**config.mk**
```make
export PLATFORM = sky130hd
export DESIGN_NAME = sin_phase_gen
export DESIGN_NICKNAME = d
export VERILOG_FILES = /design/src/rtl/sin_gen_pkg.sv /design/src/rtl/sin_phase_lfsr.sv /design/src/rtl/sin_phase_gen.sv
export SDC_FILE = /design/constraint.sdc
export NUM_CORES = 1
export LEC_CHECK = 0
export CORE_MARGIN = 1.5
export CORE_UTILIZATION = 40
export CTS_BUF_LIST = sky130_fd_sc_hd__clkbuf_4 sky130_fd_sc_hd__clkbuf_8 sky130_fd_sc_hd__clkbuf_16
export CTS_CLUSTER_SIZE = 8
export DETAILED_ROUTE_END_ITERATION = 16
export HOLD_SLACK_MARGIN = 0.05
export PLACE_DENSITY = 0.76
export SLEW_MARGIN = 25
export SYNTH_ARGS = -nofsm -noshare
export SYNTH_HDL_FRONTEND = slang
export SYNTH_SLANG_ARGS = --single-unit
```
**constraint.sdc**
```tcl
create_clock -name clk -period 2.6 [get_ports clk]
set_input_delay 0.39 -clock clk [delete_from_list [all_inputs] [get_ports clk]]
set_output_delay 0.39 -clock clk [all_outputs]
set_load 0.03 [all_outputs]
```
**src/rtl/sin_gen_pkg.sv**
```systemverilog
// sin_gen_pkg: shared widths, FSM state type and dither LFSR constants for
// the sine-core phase generator.
package sin_gen_pkg;

  localparam int PHASE_W_DEF = 24;
  localparam int CNT_W_DEF   = 17;

  typedef enum logic [1:0] {
    IDLE = 2'd0,
    RUN  = 2'd1,
    DONE = 2'd2
  } gen_state_t;

  // Taps for x^8+x^6+x^5+x^4+1 as bit positions 7,5,4,3 of a left-shifting register
  localparam logic [7:0] LFSR_SEED = 8'hA5;
  localparam logic [7:0] LFSR_TAPS = 8'b1011_1000;

  function automatic logic [7:0] lfsr_step(input logic [7:0] s);
    return {s[6:0], ^(s & LFSR_TAPS)};
  endfunction

endpackage

```
**src/rtl/sin_phase_lfsr.sv**
```systemverilog
// sin_phase_lfsr: 8-bit Fibonacci LFSR supplying a 4-bit phase dither.
// Exposes the value the register is about to take so the parent can register
// its dithered phase in the same cycle.
module sin_phase_lfsr
  import sin_gen_pkg::*;
(
  input  logic       clk,
  input  logic       rst_n,
  input  logic       load,
  input  logic       advance,
  output logic [3:0] dither_next
);

  logic [7:0] lfsr_q;
  logic [7:0] lfsr_d;

  // Reseed on a new run, otherwise step once per accepted sample
  always_comb begin
    lfsr_d = lfsr_q;
    if (load) begin
      lfsr_d = LFSR_SEED;
    end else if (advance) begin
      lfsr_d = lfsr_step(lfsr_q);
    end
  end

  // LFSR state register, seeded on reset
  always_ff @(posedge clk or negedge rst_n) begin
    if (!rst_n) begin
      lfsr_q <= LFSR_SEED;
    end else begin
      lfsr_q <= lfsr_d;
    end
  end

  assign dither_next = lfsr_d[3:0];

endmodule

```
**src/rtl/sin_phase_gen.sv**
```systemverilog
// sin_phase_gen: emits a valid/ready stream of phase words
// start_phase + n*step (mod 2^PHASE_W) for a programmed number of samples.
// Define SIN_PHASE_DITHER_EN to add a 4-bit LFSR dither to out_phase.
module sin_phase_gen
  import sin_gen_pkg::*;
#(
  parameter int PHASE_W = PHASE_W_DEF,
  parameter int CNT_W   = CNT_W_DEF
) (
  input  logic               clk,
  input  logic               rst_n,
  input  logic               start,
  input  logic               abort,
  input  logic [PHASE_W-1:0] cfg_start_phase,
  input  logic [PHASE_W-1:0] cfg_step,
  input  logic [CNT_W-1:0]   cfg_count,
  output logic               out_valid,
  input  logic               out_ready,
  output logic [PHASE_W-1:0] out_phase,
  output logic [CNT_W-1:0]   out_index,
  output logic               busy,
  output logic               done
);

  gen_state_t         state, state_nxt;
  logic [PHASE_W-1:0] acc, acc_d;
  logic [PHASE_W-1:0] step_q;
  logic [CNT_W-1:0]   idx, idx_d;
  logic [CNT_W-1:0]   count_q;
  logic               valid_q;
  logic               done_q;
  logic               start_accept;
  logic               handshake;
  logic               last_sample;

  assign start_accept = (state == IDLE) && start;
  assign handshake    = (state == RUN) && valid_q && out_ready;
  assign last_sample  = (idx == count_q - CNT_W'(1));

  // Next-state logic; start beats abort in IDLE because abort is only looked at in RUN
  always_comb begin
    state_nxt = state;
    case (state)
      IDLE: begin
        if (start) begin
          state_nxt = (cfg_count != '0) ? RUN : DONE;
        end
      end
      RUN: begin
        if (abort || (handshake && last_sample)) begin
          state_nxt = DONE;
        end
      end
      DONE:    state_nxt = IDLE;
      default: state_nxt = IDLE;
    endcase
  end

  // Accumulator and index: load on start, advance only on an accepted sample
  always_comb begin
    acc_d = acc;
    idx_d = idx;
    if (start_accept) begin
      acc_d = cfg_start_phase;
      idx_d = '0;
    end else if (handshake) begin
      acc_d = acc + step_q;
      idx_d = idx + CNT_W'(1);
    end
  end

  // State, datapath and flop-driven handshake outputs; done lands one cycle after DONE
  always_ff @(posedge clk or negedge rst_n) begin
    if (!rst_n) begin
      state   <= IDLE;
      acc     <= '0;
      idx     <= '0;
      step_q  <= '0;
      count_q <= '0;
      valid_q <= 1'b0;
      done_q  <= 1'b0;
    end else begin
      state   <= state_nxt;
      acc     <= acc_d;
      idx     <= idx_d;
      valid_q <= (state_nxt == RUN);
      done_q  <= (state == DONE);
      if (start_accept) begin
        step_q  <= cfg_step;
        count_q <= cfg_count;
      end
    end
  end

`ifdef SIN_PHASE_DITHER_EN
  logic [3:0]         dither_next;
  logic [PHASE_W-1:0] phase_q;

  sin_phase_lfsr u_lfsr (
    .clk         (clk),
    .rst_n       (rst_n),
    .load        (start_accept),
    .advance     (handshake),
    .dither_next (dither_next)
  );

  // Dithered phase register; the accumulator itself stays undithered
  always_ff @(posedge clk or negedge rst_n) begin
    if (!rst_n) begin
      phase_q <= '0;
    end else begin
      phase_q <= acc_d + PHASE_W'(dither_next);
    end
  end

  assign out_phase = phase_q;
`else
  assign out_phase = acc;
`endif

  assign out_valid = valid_q;
  assign out_index = idx;
  assign busy      = (state == RUN);
  assign done      = done_q;

endmodule

```
==> run_results.csv <==
group,metric,value,unit
run_status,outcome,"complete, no violations",
finish,antenna_cells,0,
cts,clkLatencyLatePin,0.35,ns
hold_path,worstHoldPathType,"input port to asynchronous set/reset pin",
detailed_routing,vias,5014,
timing,min_period_over_period,97.8,%
detailed_routing,routed_via_density,5.29,
pwr,clkPwrFrac,15.9,%
synthesis,yosys_warnings,0,
placed_design,gp_congestion,0.880,
timing,final-setup-viol-count,0,
die,die_area,14300,µm²
worst_setup_path,worstReg2RegStart,"step_q[0]",
synthesis,syn-cell-area,5430,µm²
pwr,p_comb_share,57.3,%
worst_setup_path,crit_type,"flop to flop",
timing,tightest_slew,0.593,ns
detailed_routing,wirelength,14200,µm
placed_design,dp_hpwl,10500,µm
pwr,p_int,4.80,mW
die,die_h,120,µm
worst_setup_path,cp_max_fo,3,
timing,hold_viol,0,
timing,slew_headroom,60.4,%
worst_setup_path,worstPathRequired,2.87,ns
cts,cts_tree,"done",
global_route,grt_first_pass_wirelength,23300,µm
synthesis,seq_area_frac_synth,39.6,%
cts,h-tree-depth,3,
global_route,grt_use_total,20.3,%
worst_setup_path,startpoint_type,"flop",
worst_setup_path,cp-startpoint,"step_q[0]",
synthesis,synth-async-reset-ratio,100,%
synthesis,synth_fp_nets,744,
worst_setup_path,crit_path_top_delay_cell,"dfrtp_1",
pwr,p_sw_share,43.7,%
synthesis,synth_cell_type_count,63,
global_route,grt_max_degree,90,
job,cap_violations,0,
die,coreArea,13200,µm²
timing,max_freq,393,MHz
detailed_routing,drc,0,
detailed_routing,antenna_left,0,
placed_design,io_buffers,113,
pwr,ir_worst_vdd,670,µV
cts,clock-sinks,86,
timing,hold_ws,0.388,ns
synthesis,synth_seq_cells,86,
die,die_x,120,µm
finish,nets,862,
synthesis,syn-instance-count,648,
timing,rsz0062_at_grt,"true",
finish,final_core_util,55.0,%
pwr,pwr_density_cell,1170,nW/µm²
detailed_routing,firstDrtPassIters,4,
die,num_rows,42,
cts,clockRootBuffer,"clkbuf_16",
cts,clockBufferDepth,2,
global_route,grt_remaining_overflow,0,
finish,area_growth,34.1,%
worst_setup_path,cp_num_buf_inv,1,
worst_setup_path,cp_top_family,"compound AO/OA/AOI/OAI gates",
finish,drive_above_1_share,9.73,%
worst_setup_path,cpPeakStageDelay,0.41,ns
die,start_util,41.0,%
pwr,p_leak,3.23,nW
pwr,power.net_switching,3.72,mW
worst_setup_path,worstPathArrival,2.81,ns
synthesis,synth_edf_count,0,
global_route,grt_pass1_vias,4800,
detailed_routing,avgRoutedWirePerCell,15.0,µm
pwr,power,8.51,mW
global_route,antenna_found_initial,0,
worst_setup_path,cp-end-kind,"flop",
pwr,seq_power_share,26.7,%
die,ioPinCount,114,
detailed_routing,drt-initial-drc-count,275,
cts,numCtsBuffers,9,
cts,cts.clk_slew.worst_paths,0.06,ns
timing,skew,0.00533,ns
synthesis,avgSynthCellArea,8.38,µm²
timing,slew_violations,0,
worst_setup_path,crit_chain,"ha_4, inv_1, fa_1, nor2b_1, o31a_1, o31a_1, o31ai_4, nor3_2, a211oi_2, mux2_4, nor3_2",
timing,min_period,2.54,ns
synthesis,yosys_most_used_dff,"dfrtp_1",
==> worst paths after layout <==
check / endpoint / slack, ns / depth (start not counted)
setup / recovery: out_phase[22] / 0.06 / 11
hold / removal: out_phase[14] / 0.39 / 2
setup reg to reg: out_phase[22] / 0.06 / 11
hold reg to reg: step_q[16] / 0.49 / 2
max in group asynchronous: count_q[15] / 1.56 / 3
min in group clk: step_q[16] / 0.49 / 2
==> metrics by stage <==
| step | TNS [ns] | worst slack (ns) | std cells | instance area [µm²] |
|---|---|---|---|---|
| global placement | 0 | 0.0451 | 927 | 6900 |
| detailed placement | 0 | 0.00620 | 927 | 6900 |
| global route | -0.104 | -0.0551 | 947 | 7280 |
| floorplan | -0.00260 | -0.00260 | 648 | 5470 |
| finish | 0 | 0.0584 | 947 | 7280 |
| CTS | 0 | 0.0296 | 944 | 7230 |
==> final cells by class <==
type,instances,area [µm²]
multi-input combinational,517,3150
sequential,86,2150
timing repair buffer,143,1410
fill,1187,5960
clock buffer,12,260
inverter,9,33.8
tap,176,220
clock inverter,4,55.1
==> power by group through the flow <==
stage	sequential, mW	clock [mW]	combinational [mW]
CTS	2.28	1.38	4.79
finish	2.28	1.36	4.88
global placement	2.27	0	4.68
floorplan	2.57	0	2.96
global route	2.35	1.43	5.35
detailed placement	2.30	0	4.74
==> what timing repair did <==
| action | 4_1_cts | 5_1_grt |
|---|---|---|
| hold endpoints to repair | 4 | 0 |
| buffers inserted | 0 | 3 |
| hold buffers | 1 | 0 |
| pin swaps | 1 | 3 |
| resized for setup | 0 | 6 |
| endpoints found under the setup margin | 1 | 7 |
==> Yosys cell counts, types with 6 or more instances <==
cell / count / area [µm²]
a211oi_1: 8 / 60.1
a21o_1: 13 / 97.6
a21oi_1: 34 / 170
a22oi_1: 7 / 52.6
a31oi_1: 6 / 37.5
and3_1: 6 / 37.5
clkbuf_1: 28 / 105
dfrtp_1: 86 / 2150
ha_1: 25 / 313
inv_1: 9 / 33.8
nand2_1: 160 / 601
nand3_1: 14 / 70.1
nand4_1: 8 / 50.1
nor2_1: 48 / 180
nor3_1: 17 / 85.1
nor4_1: 7 / 43.8
o21ai_0: 37 / 185
o22ai_1: 6 / 37.5
or3_1: 7 / 43.8
xnor2_1: 26 / 228
xor2_1: 27 / 236
==> cell families after synthesis <==
logic type	Yosys count	synth area share, %
multiplexers	5	0.968
AO/OA/AOI/OAI	136	15.7
adder cells (fa/ha/maj)	26	6.13
flip-flops	86	39.6
buffers and inverters	45	3.71
AND/OR/NAND/NOR	297	25.4
XOR/XNOR	53	8.55
==> layer usage <==
metal | routed length (µm) | vias up | global-route usage (%)
met5 | 0 | - | 0
met1 | 6830 | 2385 | 28.6
met3 | 595 | 20 | 3.09
li1 | - | 2483 | -
met4 | 294 | 0 | 8.26
met2 | 6460 | 126 | 31.5
==> state kept, by name, summed over array words and instances, names as in the netlist <==
signal	count
out_phase	24
step_q	24
count_q	17
out_index	17
state	2
done	1
out_valid	1
==> cell usage in the layout (no fill, tap or decap), types with 15 or more instances in the layout <==
| master | instances |
|---|---|
| nand2_1 | 160 |
| clkdlybuf4s50_1 | 112 |
| dfrtp_1 | 84 |
| nor2_1 | 48 |
| o21ai_0 | 37 |
| a21oi_1 | 34 |
| xor2_1 | 27 |
| xnor2_1 | 26 |
| buf_4 | 26 |
| ha_1 | 22 |
| nor3_1 | 15 |
No activity file was read; power rests on OpenSTA's default activity.
